### src/rtl/data_sync_pkg.sv
// Shared types and limits for the source-side launcher of the DATA_SYNC bus crossing.
package data_sync_pkg;

  typedef enum logic [1:0] {
    ST_IDLE    = 2'd0,
    ST_ASSERT  = 2'd1,
    ST_RELEASE = 2'd2
  } sync_state_t;

  localparam int MIN_NUM_STAGES  = 2;
  localparam int MIN_HOLD_CYCLES = 1;

endpackage

### src/rtl/data_sync_src_bit_sync.sv
// Generic NUM_STAGES-flop single-bit synchronizer, async active-high reset to 0.
module bit_sync #(
  parameter int NUM_STAGES = 2
) (
  input  logic clk,
  input  logic rst,
  input  logic d,
  output logic q
);

  logic [NUM_STAGES-1:0] ff;

  always_ff @(posedge clk or posedge rst) begin
    if (rst) ff <= '0;
    else     ff <= {ff[NUM_STAGES-2:0], d};
  end

  assign q = ff[NUM_STAGES-1];

endmodule

### src/rtl/data_sync_src.sv
// Source-domain launcher for DATA_SYNC: holds unsync_bus stable around a bus_enable level.
// Closed-loop acknowledge handshake when DATA_SYNC_SRC_ACK_EN is defined, fixed hold otherwise.
module data_sync_src
  import data_sync_pkg::*;
#(
  parameter int DATA_WIDTH  = 8,
  parameter int NUM_STAGES  = 2,
  parameter int HOLD_CYCLES = 4
) (
  input  logic                  clk,
  input  logic                  rst,
  input  logic [DATA_WIDTH-1:0] in_data,
  input  logic                  in_valid,
  output logic                  in_ready,
  output logic [DATA_WIDTH-1:0] unsync_bus,
  output logic                  bus_enable,
  input  logic                  ack_async,
  output logic                  busy,
  output logic                  done_pulse,
  output sync_state_t           state_dbg
);

  // Handshake: a word moves on a clk edge where in_valid && in_ready; in_ready is
  // registered and high only in IDLE, so the producer must hold in_data until then.
  sync_state_t           state, state_next;
  logic [DATA_WIDTH-1:0] bus_next;
  logic                  en_next, busy_next, ready_next, done_next;
  logic                  phase_done;
  logic                  unused_cfg;

`ifdef DATA_SYNC_SRC_ACK_EN
  localparam int STAGES = (NUM_STAGES < MIN_NUM_STAGES) ? MIN_NUM_STAGES : NUM_STAGES;

  logic ack_sync;

  bit_sync #(.NUM_STAGES(STAGES)) u_ack_sync (
    .clk (clk),
    .rst (rst),
    .d   (ack_async),
    .q   (ack_sync)
  );

  // Four-phase: ASSERT waits for ack high, RELEASE waits for ack low, no timeout.
  assign phase_done = (state == ST_ASSERT) ? ack_sync : ~ack_sync;
  assign unused_cfg = (HOLD_CYCLES > 0);
`else
  localparam int HOLD = (HOLD_CYCLES < MIN_HOLD_CYCLES) ? MIN_HOLD_CYCLES : HOLD_CYCLES;
  localparam int CW   = $clog2(HOLD + 1);
  localparam logic [CW-1:0] LAST = CW'(HOLD - 1);

  logic [CW-1:0] hold_cnt;

  // Counter restarts on every state entry so each phase lasts exactly HOLD cycles.
  always_ff @(posedge clk or posedge rst) begin
    if (rst)                      hold_cnt <= '0;
    else if (state_next != state) hold_cnt <= '0;
    else if (state != ST_IDLE)    hold_cnt <= hold_cnt + 1'b1;
  end

  assign phase_done = (hold_cnt == LAST);
  assign unused_cfg = ack_async ^ (NUM_STAGES > 0);
`endif

  always_ff @(posedge clk or posedge rst) begin
    if (rst) begin
      state      <= ST_IDLE;
      unsync_bus <= '0;
      bus_enable <= 1'b0;
      in_ready   <= 1'b0;
      busy       <= 1'b0;
      done_pulse <= 1'b0;
    end else begin
      state      <= state_next;
      unsync_bus <= bus_next;
      bus_enable <= en_next;
      in_ready   <= ready_next;
      busy       <= busy_next;
      done_pulse <= done_next;
    end
  end

  always_comb begin
    state_next = state;
    bus_next   = unsync_bus;
    en_next    = bus_enable;
    busy_next  = busy;
    done_next  = 1'b0;
    case (state)
      ST_IDLE: begin
        if (in_valid && in_ready) begin
          state_next = ST_ASSERT;
          bus_next   = in_data;
          en_next    = 1'b1;
          busy_next  = 1'b1;
        end
      end
      ST_ASSERT: begin
        if (phase_done) begin
          state_next = ST_RELEASE;
          en_next    = 1'b0;
        end
      end
      ST_RELEASE: begin
        if (phase_done) begin
          state_next = ST_IDLE;
          busy_next  = 1'b0;
          done_next  = 1'b1;
        end
      end
      default: begin
        state_next = ST_IDLE;
        en_next    = 1'b0;
        busy_next  = 1'b0;
      end
    endcase
    // in_ready stays 0 through the first edge after reset, then tracks IDLE.
    ready_next = (state_next == ST_IDLE);
  end

  assign state_dbg = state;

endmodule

### config.mk
export PLATFORM = sky130hd
export DESIGN_NAME = data_sync_src
export DESIGN_NICKNAME = d
export VERILOG_FILES = /design/src/rtl/data_sync_pkg.sv /design/src/rtl/data_sync_src_bit_sync.sv /design/src/rtl/data_sync_src.sv
export SDC_FILE = /design/constraint.sdc
export NUM_CORES = 1
export LEC_CHECK = 0
export BUFFER_PORTS_ARGS = -buffer_cell sky130_fd_sc_hd__buf_2
export CAP_MARGIN = 30
export CORE_MARGIN = 2
export CORE_UTILIZATION = 47
export DETAILED_ROUTE_END_ITERATION = 16
export GPL_TIMING_DRIVEN = 0
export PLACE_DENSITY = 0.76
export SETUP_SLACK_MARGIN = 0.05
export SYNTH_ARGS = -nofsm -noshare
export SYNTH_HDL_FRONTEND = slang
export SYNTH_SLANG_ARGS = --single-unit
### constraint.sdc
create_clock -name clk -period 1.55 [get_ports clk]
set_input_delay 0.3875 -clock clk [delete_from_list [all_inputs] [get_ports clk]]
set_output_delay 0.3875 -clock clk [all_outputs]
set_load 0.02 [all_outputs]
; ---- Yosys cells after proc, flatten, opt, wreduce, memory -nomap -nowiden
; Index checks and enable logic that the tools add are counted.
[totals]
out_inout_bits = 14
inputBits = 12
reg_bits = 17
[op_classes]
n_reduce_logical = 8
muxes = 12
eq_ne = 7
n_bitwise = 2
add_sub_neg = 1
[op_table]
columns = cell, count
row1 = 2-bit 2-to-1 mux, 3
row2 = 3-bit 2-to-1 mux, 2
row3 = "2-bit != test, second input constant", 3
row4 = 1-bit one-hot mux with 3 select lines, 2
row5 = 2-bit one-hot mux with 3 select lines, 1
row6 = 3-bit AND reduction, 2
row7 = 2-bit zero test, 2
row8 = 1-bit 2-to-1 mux, 4
row9 = 2-bit nonzero test, 2
row10 = "3-bit by 1-bit adder with 3-bit output, second input constant", 1
row11 = "3-bit by 2-bit equality test with 1-bit output, second input constant", 1
row12 = "2-bit by 1-bit equality test with 1-bit output, second input constant", 1
row13 = "2-bit equality test, second input constant", 1
row14 = 2-bit != test, 1
row15 = 1-bit inverter, 2
row16 = 2-bit AND reduction, 1
row17 = 1-bit logical AND, 1

; ---- Depth between registers and ports, before layout
[depth]
word_depth = 5
ltp_mapped = 4

; ---- Worst setup path after synthesis
; Ideal clock, no wire load.
[synth_timing]
path_type = register to register
startpoint = register state[0] (netlist: state_dbg[0])
endpoint = register unsync_bus[0]
period_less_slack_ns = 1.497
path_buffers = 2
setup_slack_ns = 0.053
stages_incl_launch_ff = 5
arrival_ns = 1.372
path_cell_list = dfrtp_1 > clkbuf_2 > and4bb_4 > buf_6 > mux2_4
[synth_between]
elab_chain_len = 2
[synth_rtl]
columns = item, line_no
row1 = "start, declared", data_sync_src.sv:25  ; sync_state_t state, state_next;
row2 = "start signal, assigned", data_sync_src.sv:73  ; state <= state_next;
row3 = 2-bit zero test, data_sync_src.sv:88  ; case (state)
row4 = 2-bit AND reduction (no source line), n/a
row5 = "end signal, assigned", data_sync_src.sv:74  ; unsync_bus <= bus_next;
row6 = "end, declared", data_sync_src.sv:15  ; output logic [DATA_WIDTH-1:0] unsync_bus,
; Every way passes these cells.
; A chain may end at the register's enable or synchronous reset.

; ---- Final worst setup path
[layout_timing]
startpoint = register state[0] (netlist: state_dbg[0])
endpoint = register unsync_bus[3]
; Same word-level chain as after synthesis.

==> results.md <==
- Diodes inserted: 0
- Slew headroom: around three fifths
- Initial antenna violation count: 0
- Residual DRC: 0
- Net Sw Frac: between 30% and 40%
- Vias in the first global route: 464
- WL per Instance: between 10 and 15 um
- Hold bufs inserted after CTS: 0
- TritonCTS clock tree: done
- IO Pins: 26
- DP Area: 878.3 um2
- H-tree depth: 1
- Initial cell density of the core: a little under 50%
- Clk pwr share: between 10% and 20%
- Pint: roughly 1.4 mW
- Sequential fraction of the synthesis area: roughly 58%
- RD Place Congestion: about 0.66
- Final instance area: 983.4 um2
- Placed cells: 92
- 1st-iter DRT viols: 5
- Sink Count: 17
- Hold Fails Final Rpt: 0
- Remaining antenna violation count: 0
- Hold Crit Class: input pin to async pin
- Core box area: 1489 um2
- Comb power frac: about 54%
- Via count: 505
- Setup TNS: 0 ns
- CP arrival: between 1.5 and 2 ns
- Maximum vdd ir drop: roughly 1100 uV
- CTS Buf Count: 3
- Fmax: just under 0.7 GHz
- Worst Tran Pin Value: between 0.6 and 0.7 ns
- Synth unique cells: 19
- Site Rows: 14
- Tot Pwr: 2.182 mW
- Crit-path leading delay family: flip-flops
- Switching pwr: between 800 and 900 uW
- Count of final setup violators: 0
- Area growth from synthesis to layout: 33.22%
- Clk buf depth: 2
- Critical path's slowest cell: dfrtp_1
- Vias/cell: 4.951
- Dpl ws: a little over 0.07 ns
- RSZ-0062 raised after global routing: false
- Hold Slack: approximately 0.15 ns
- Worst Clk Skew: ~0.0092 ns
- Final worst slack: between 0.06 and 0.07 ns
- Clock slew at reported path FFs: about 0.11 ns
- Filler cell count: 109
- Launch point of the worst path: state_dbg[0]
- Synthesized instance count: 52
- Period utilization: 95.76%
- First-pass GRT wire length: 2.021 mm
- Die Span X: 43.63 um
- Post-Route WL: between 1 and 1.5 mm
- Worst Path Required: 1.72 ns
- Total grt overflow: 0
- Total of max-cap violations: 0
- Mean area per synthesized cell: approximately 14 um2
- Crit path max fanout: 5
- Most common cell after layout, fill and taps aside: buf_2
- Drt first pass iters: 2
- Status: completed
- Seq pwr share: between 30% and 40%
- Yosys Warn Count: 0
- #FFs+latches synth: 17
- Final core occ: between 60% and 70%
- Worst r2r src: state_dbg[0]
- Root Buffer Master: clkbuf_4
- Tmin final: ~1.5 ns
- Crit. End Element: flop
- Max Slew Vio Count: 0
- Largest net degree at the start of global routing: 18
- CP Launch Type: flop
- Die Area: approximately 1900 um2
- Max incr delay on CP: slightly above 0.4 ns
- Layout cells sized above 1: 58.14%
- Leakage: 0.5097 nW
- HPWL Detailed: 898.1 um
- GRT Total Usage: ~14%
- Crit path cell chain: buf_6 -> and4bb_4 -> buf_4 -> mux2_2
- CP bufs+invs: 2
- Worst skew pair latency: slightly below 0.3 ns
- Post-synthesis cell area: between 700 and 800 um2
- Final Non-Filler Cells: roughly 100
- Buffers added on ports: 24
- Worst setup path class: flop to flop
- Nets: approximately 100
- Most frequent cells in the layout: buf_2 (24), dfrtp_1 (17), mux2_4 (6), inv_1 (6), buf_4 (5)
- Syn_nets: 66
- Die Y-Extent: between 40 and 50 um
- PwrDens: between 2000 and 2500 nW/um2
## synthesized netlist by cell type, drive strengths merged
master,instances,area (um2)
dfrtp,17,425.4
mux2,8,112.6
inv,6,22.52
a21o,4,33.79
ha,2,25.02
nor3b,2,15.01
o21ai,2,10.01
o32ai,2,17.52
a211o,1,8.760
and2b,1,8.760
and4bb,1,16.27
buf,1,11.26
clkbuf,1,5.000
nor3,1,5.000
o22ai,1,6.260
or2,1,6.260
xnor2,1,8.760
## worst reg2reg max path, cell delays in order, from the launching register on
cell and delay [ns]:
dfrtp_1 0.41, buf_6 0.13, and4bb_4 0.39, buf_4 0.13
mux2_2 0.31
## routing by layer
metal / wire (um) / vias to the layer above / track usage [%]
met5: 0 / - / 0
li1: - / 249 / -
met4: 9 / 0 / 7.273
met3: 51 / 2 / 2.500
met1: 594 / 244 / 19.51
met2: 651 / 10 / 22.06
## cells by family (layout without fill, tap and decap cells)
logic type               count (synthesis)  after routing  share of synthesized area [%]
buffers and inverters                    8             42                          5.253
AO/OA/AOI/OAI                           10             10                          10.34
XOR/XNOR                                 1              1                          1.187
multiplexers                             8              8                          15.25
AND/OR/NAND/NOR                          6              6                          6.949
flip-flops                              17             17                          57.63
adder cells (fa/ha/maj)                  2              2                          3.389
## power groups by stage
stage	Sequential, mW	Clock (mW)	Combinational (mW)
final	0.769	0.235	1.18
after global routing	0.801	0.259	1.26
after CTS	0.768	0.238	1.03
after detailed placement	0.772	0	1.03
after global placement	0.766	0	1.01
after floorplan	0.977	0	0.552
## flip-flops by register name (all words and copies together), names as in the netlist
signal	flops
hold_cnt	3
bus_enable	1
done_pulse	1
busy	1
in_ready	1
unsync_bus	8
state_dbg	2
## final cells by class
type / instances / area [um2] / area share, %
Sequential cell: 17 / 425.4 / 43.26
Buffer: 2 / 31.28 / 3.181
Inverter: 6 / 22.52 / 2.290
Clock inverter: 1 / 5.005 / 0.5089
Clock buffer: 3 / 22.52 / 2.290
Timing Repair Buffer: 30 / 182.7 / 18.58
Multi-Input combinational cell: 27 / 274.0 / 27.86
Tap cell: 16 / 20.02 / 2.036
## repair_timing
action / CTS / global route
setup endpoints to repair: 0 / 6
endpoints found under the hold margin: 0 / 0
gates resized for setup: 0 / 6
buffers inserted: 0 / 5
## path summary, 6_finish.rpt
path                            endpoint  cells past startpoint  slack [ns]
setup / recovery           unsync_bus[3]                      4        0.07
hold / removal             unsync_bus[2]                      2        0.15
max in group asynchronous       in_ready                      2        0.99
min in group clk           unsync_bus[2]                      2        0.32
hold reg to reg                     busy                      1        0.49
setup reg to reg           unsync_bus[3]                      4        0.07
No activity file was read; power rests on OpenSTA's default activity.
